`src/rtl/stream_demux_n.sv`:
```
// stream_demux_n: registered 1-to-N stream demultiplexer with valid/ready on
// every port. Each output channel owns a one-entry register. Beats are routed
// either by in_sel (mode 0) or by a round-robin pointer (mode 1). A mode-0
// select beyond the last channel is consumed, discarded and counted.

module stream_demux_n #(
    parameter int WIDTH = 8,
    parameter int N_OUT = 4,
    parameter int SEL_W = 2,
    parameter int CNT_W = 8
) (
    input  logic                   clk,
    input  logic                   rst,
    input  logic                   mode,
    input  logic                   in_valid,
    output logic                   in_ready,
    input  logic [WIDTH-1:0]       in_data,
    input  logic [SEL_W-1:0]       in_sel,
    output logic [N_OUT-1:0]       out_valid,
    input  logic [N_OUT-1:0]       out_ready,
    output logic [N_OUT*WIDTH-1:0] out_data,
    output logic [SEL_W-1:0]       rr_ptr,
    output logic [CNT_W-1:0]       drop_cnt
);

    // One extra bit so an out-of-range select compares correctly against N_OUT.
    localparam logic [SEL_W:0]   N_OUT_W = (SEL_W+1)'(N_OUT);
    localparam logic [SEL_W-1:0] LAST_CH = SEL_W'(N_OUT - 1);

    logic [N_OUT-1:0]       out_valid_q, out_valid_d;
    logic [N_OUT*WIDTH-1:0] out_data_q,  out_data_d;
    logic [SEL_W-1:0]       rr_ptr_q,    rr_ptr_d;
    logic [CNT_W-1:0]       drop_cnt_q,  drop_cnt_d;

    logic [SEL_W-1:0] dest;
    logic             dest_ok;
    logic             tgt_free;
    logic             wr_en;
    logic             drop_en;

    // Pick the destination and decide whether the input can be taken this cycle;
    // in_ready deliberately ignores in_valid.
    always_comb begin
        dest     = mode ? rr_ptr_q : in_sel;
        dest_ok  = ({1'b0, dest} < N_OUT_W);
        tgt_free = 1'b0;
        for (int k = 0; k < N_OUT; k++) begin
            if (dest == SEL_W'(k)) begin
                tgt_free = !out_valid_q[k] || out_ready[k];
            end
        end
        in_ready = dest_ok ? tgt_free : 1'b1;
        wr_en    = in_valid && dest_ok && tgt_free;
        drop_en  = in_valid && !dest_ok;
    end

    // Per-channel register update: a write wins over a same-cycle drain, which
    // keeps each channel at one beat per cycle.
    always_comb begin
        out_valid_d = out_valid_q;
        out_data_d  = out_data_q;
        for (int k = 0; k < N_OUT; k++) begin
            if (wr_en && (dest == SEL_W'(k))) begin
                out_valid_d[k]              = 1'b1;
                out_data_d[k*WIDTH +: WIDTH] = in_data;
            end else if (out_valid_q[k] && out_ready[k]) begin
                out_valid_d[k] = 1'b0;
            end
        end
    end

    // Round-robin pointer moves only on an accepted mode-1 beat, so a stalled
    // target holds the pointer and delivery stays in order.
    always_comb begin
        rr_ptr_d = rr_ptr_q;
        if (wr_en && mode) begin
            rr_ptr_d = (rr_ptr_q == LAST_CH) ? '0 : rr_ptr_q + SEL_W'(1);
        end
    end

    // Saturating count of discarded out-of-range beats.
    always_comb begin
        drop_cnt_d = drop_cnt_q;
        if (drop_en && (drop_cnt_q != {CNT_W{1'b1}})) begin
            drop_cnt_d = drop_cnt_q + CNT_W'(1);
        end
    end

    // State registers with synchronous reset taking priority over everything.
    always_ff @(posedge clk) begin
        if (rst) begin
            out_valid_q <= '0;
            out_data_q  <= '0;
            rr_ptr_q    <= '0;
            drop_cnt_q  <= '0;
        end else begin
            out_valid_q <= out_valid_d;
            out_data_q  <= out_data_d;
            rr_ptr_q    <= rr_ptr_d;
            drop_cnt_q  <= drop_cnt_d;
        end
    end

    assign out_valid = out_valid_q;
    assign out_data  = out_data_q;
    assign rr_ptr    = rr_ptr_q;
    assign drop_cnt  = drop_cnt_q;

endmodule
```
`config.mk`:
```
export PLATFORM = sky130hd
export DESIGN_NAME = stream_demux_n
export DESIGN_NICKNAME = d
export VERILOG_FILES = /design/src/rtl/stream_demux_n.sv
export SDC_FILE = /design/constraint.sdc
export NUM_CORES = 1
export LEC_CHECK = 0
export CORE_ASPECT_RATIO = 1.2
export CORE_MARGIN = 2
export CORE_UTILIZATION = 60
export CTS_CLUSTER_SIZE = 25
export DETAILED_ROUTE_END_ITERATION = 6
export DONT_BUFFER_PORTS = 1
export PLACE_DENSITY = 0.85
export SYNTH_ARGS = -nofsm -noshare
export SYNTH_HDL_FRONTEND = slang
export SYNTH_SLANG_ARGS = --single-unit
export TNS_END_PERCENT = 20
```
`constraint.sdc`:
```
create_clock -name clk -period 2.3 [get_ports clk]
set_clock_uncertainty 0.1 [all_clocks]
set_input_delay 0.46 -clock clk [delete_from_list [all_inputs] [get_ports clk]]
set_output_delay 0.46 -clock clk [all_outputs]
set_load 0.01 [all_outputs]
```
# ---- Yosys cells after proc, flatten, opt, wreduce, memory -nomap -nowiden
# Index checks and enable logic that the tools add are counted.
dict set report classes {
  addsub 1
  n_eq_ne 4
  muxes 14
  n_reduce_logical 23
}
# op n
set ops {}
lappend ops {{two-way mux 1 bit} 12}
lappend ops {{logical AND 1 bit} 10}
lappend ops {{nonzero test 2 bit} 4}
lappend ops {{== test 2 bit (second input constant)} 3}
lappend ops {{zero test 1 bit} 4}
lappend ops {{logical OR 1 bit} 4}
lappend ops {{two-way mux 2 bit} 2}
lappend ops {{adder 2 x 1 -> 2 bit (second input constant)} 1}
lappend ops {{== test 2 x 1 -> 1 bit (second input constant)} 1}
lappend ops {{zero test 2 bit} 1}
dict set report word_totals {
  regBits 38
  in_bits 18
  output_inout_bits 47
  word_cells 51
}

# ---- Depth between registers and ports, before layout
dict set report logic_depth {
  depth_word 9
  mapped_depth 5
  mapped_depth_nobuf 5
}

# ---- Worst setup path before layout
# Ideal clock, no wire load.
dict set report synth_timing {
  path_type {input-to-output}
  start {in mode}
  end {out in_ready}
  arrival_ns 1.376
  t_required_ns 1.740
  path_slack_ns 0.364
  path_stages 4
  path_buffers 0
  cell_sequence {mux2i_1 -> mux2_2 -> nand2_1 -> o21ai_0}
}
dict set report synth_via {
  elab_chain_cells 6
  elab_cells_between_ends 9
  classes_between {3 x eq/ne; 5 x mux; 1 x reduce/logical}
}
# element line
set synth_rtl {}
lappend synth_rtl {{start, declared} 14} ;# input logic mode,
lappend synth_rtl {{two-way mux 2 bit *} 44} ;# dest = mode ? rr_ptr_q : in_sel;
lappend synth_rtl {{zero test 2 bit} 48} ;# if (dest == SEL_W'(k)) begin
lappend synth_rtl {{two-way mux 1 bit (3 in series)} 48}
lappend synth_rtl {{two-way mux 1 bit *} 48}
lappend synth_rtl {{end, declared} 16} ;# output logic in_ready,
# Mark *: on every way between the ends. The rest lies on a longest branch, timed or not.

# ---- Final worst setup path
dict set report layout_timing {
  start {reg rr_ptr_q[1] (netlist: rr_ptr[1])}
  end {out in_ready}
}
dict set report layout_via {
  elab_chain_cells 6
  elab_cells_between_ends 9
  classes_between {3 x eq/ne; 5 x mux; 1 x reduce/logical}
}
# element line
set layout_rtl {}
lappend layout_rtl {{start, declared} 32} ;# logic [SEL_W-1:0] rr_ptr_q, rr_ptr_d;
lappend layout_rtl {{start signal, assigned} 99} ;# rr_ptr_q <= rr_ptr_d;
lappend layout_rtl {{two-way mux 2 bit *} 44}
lappend layout_rtl {{zero test 2 bit} 48}
lappend layout_rtl {{two-way mux 1 bit (3 in series)} 48}
lappend layout_rtl {{two-way mux 1 bit *} 48}
# Marked as above.

==> reports/metrics.yaml <==
floorplanning:
  num_rows: 20
  coreArea_um2: 2500
  dieWidth_um: 50.6
  die-area_um2: 3040
  die_y_um: 60.0
  start_util_pct: 62.6
  pin_count: 65
finish:
  stdcell_area_um2: 1650
  diodes: 0
  multi_input_area_um2: 739
  fin_nets: 177
  area_growth_pct: 5.03
  fillers: 214
  drive_gt1_share_pct: 10.1
  regArea_um2: 761
placement:
  hpwlAfterDp_mm: 2.25
  place_area_um2: 1560
  dp_slack_ns: 0.199
  gp_congestion: 0.754
  port_buffers: 0
synth:
  ys_seq_area_share_pct: 48.6
  yosysWarnings: 0
  synth_seq_cells: 38
  synthCells: 157
  synth_most_common_cell: "dfxtp_1"
  synth_area_per_cell_um2: 9.98
  ys_top_cells_by_count: "38 x dfxtp_1, 35 x mux2i_1, 35 x nor2_1"
  synth_top_cells_by_area: "dfxtp_1 49%, mux2i_1 22%, nor2_1 8.4%"
  ys.flop_type: "dfxtp_1"
  synth_area_um2: 1570
  yosysTopAreaCell: "dfxtp_1"
  yosysUniqueCellTypes: 25
  async_flop_share_pct: 0
  netlist.area_leader.share_pct: 48.6
  synth_edf_count: 0
clocking:
  cts_root_buf: "clkbuf_4"
  cts_tree: "done"
  path_clk_slew_ns: 0.11
  clkLatencyLatePin_ns: 0.34
  cts_buffers: 5
  htree_levels: 2
  cts_hold_buf: 0
  clockBufferDepth: 2
  clock-sinks: 38
critical_path:
  critPathKind: "flip-flop to primary output"
  cpPeakStageDelay_ns: 0.44
  cpMaxStageDelayCell: "dfxtp_1"
  crit_path_start: "rr_ptr[1]$_SDFFE_PP0P_"
  crit_arrival_ns: 1.65
  r2r-start: "rr_ptr[1]$_SDFFE_PP0P_"
  setup.worst_path.end: "in_ready"
  required_ns: 1.74
  setup.reg_to_reg.worst_slack_ns: 0.29
  critPathLaunchType: "flip-flop"
  r2r-end: "out_data[26]$_SDFFE_PP0P_"
  rr_worst_depth: 4
  critical_path_peak_fanout: 8
  crit_path_cell_trace: "mux2i_4 -> mux2_2 -> nand2_1 -> o21ai_0"
  cp-end-kind: "primary output"
drt:
  wl_per_cell_um: 16.2
  vias: 1075
  dr_wl_met2_mm: 1.66
  highest_layer: "met4"
  ant_nets: 0
  drt_iter0_drc: 22
  routed_wl_mm: 3.11
  viasPerCell: 5.60
  post-route-drc-count: 0
  drt-met1-wl_mm: 1.18
  met3_length_um: 245
  first_pass_iters: 4
power:
  p_per_area_nw_per_um2: 774
  vdd_drop_max_mv: 0.607
  finalPower_w: 0.00127
  power.leakage_nw: 0.828
global_route:
  grt_pass1_wl_mm: 4.84
  grt_pass1_vias: 1061
  track_usage_pct: 22.0
  grt_max_degree: 41
  antenna_found_initial: 0
  overflow: 0
timing:
  slew_viol_final: 0
  fmax_ghz: 0.452
  setup_viol: 0
  hold_viol_final: 0
  fin_crit_sh_pct: 96.1
  setup_slack_ns: 0.0900
  fin_crit_ns: 2.21
  hold_ws_ns: 0.0772
  fin_setup_tns_ns: 0
  rsz0062_at_grt: "no"
min_path:
  worstHoldPathCells: 1
  min_path_type: "input pin to flip-flop"
outcome:
  status: "complete, no violations"
job:
  max_cap_viol_count: 0
## state kept, by name (all words and copies together), names as in the netlist
signal     cells
out_data      32
out_valid      4
rr_ptr         2
## power breakdown
part	total, W	internal [W]	switching [W]
Combinational	0.000114	0.0000543	0.0000601
Sequential	0.000724	0.000688	0.0000365
Clock	0.000435	0.000225	0.000210
## per-stage QoR
step	instances	util (%)
finish	192	65.8
global route	192	65.8
detailed placement	184	62.2
floorplan	164	-
global placement	184	62.2
CTS	192	65.8
## cell type report
| type | count | area share, % |
|---|---|---|
| clock buffer | 5 | 2.28 |
| clock inverter | 3 | 2.43 |
| inverter | 1 | 0.228 |
| multi-input combinational | 109 | 44.9 |
| sequential | 38 | 46.2 |
| tap | 33 | 2.51 |
| timing repair buffer | 3 | 1.37 |
## routing by layer
metal  track usage [%]  vias up
li1                  -      517
met1              23.4      513
met2              38.9       43
met3              8.50        2
met4              9.27        0
met5                 0        -
## kinds of logic after synthesis
group,Yosys count,share of synthesized area (%)
other cells,1,0.239
simple gates,53,15.7
buf+inv,17,6.71
fa+ha+maj,1,0.799
compound gates,9,3.27
mux,38,24.7
flops,38,48.6
## timing repair
action,CTS,global route
setup buffers,0,0
setup endpoints to repair,1,0
gates resized for setup,2,0
## critical path, delay by kind of cell (launching register included)
kind               cells  cell delay [ns]
AOI/OAI and AO/OA      1             0.17
muxes                  2             0.64
and+or+nand+nor        1             0.07
DFF                    1             0.44
## how the worst min path moves through the flow
stage	startpoint	end	slack (ns)
after floorplan	out_data[0]$_SDFFE_PP0P_	out_data[0]$_SDFFE_PP0P_	0.44
after global placement	rst	rr_ptr[1]$_SDFFE_PP0P_	0.43
after CTS	rst	out_data[29]$_SDFFE_PP0P_	0.06
final	rst	out_data[28]$_SDFFE_PP0P_	0.08
after global routing	rst	out_data[24]$_SDFFE_PP0P_	0.05
after detailed placement	rst	out_valid[0]$_SDFFE_PP0P_	0.43
## layout by cell type (no fill, tap or decap), types with 2 or more instances in the layout
cell type   n
clkinv_2    2
mux2i_1    34
nand3_1     2
clkbuf_4    5
mux2_2      2
nand4b_1    3
a21oi_1     5
dfxtp_1    38
buf_4       3
conb_1      8
o21ai_0     2
nand2b_1    4
nor2_1     35
nand4_1     2
nand2_1     3
Power figures use the tool's default switching activity.
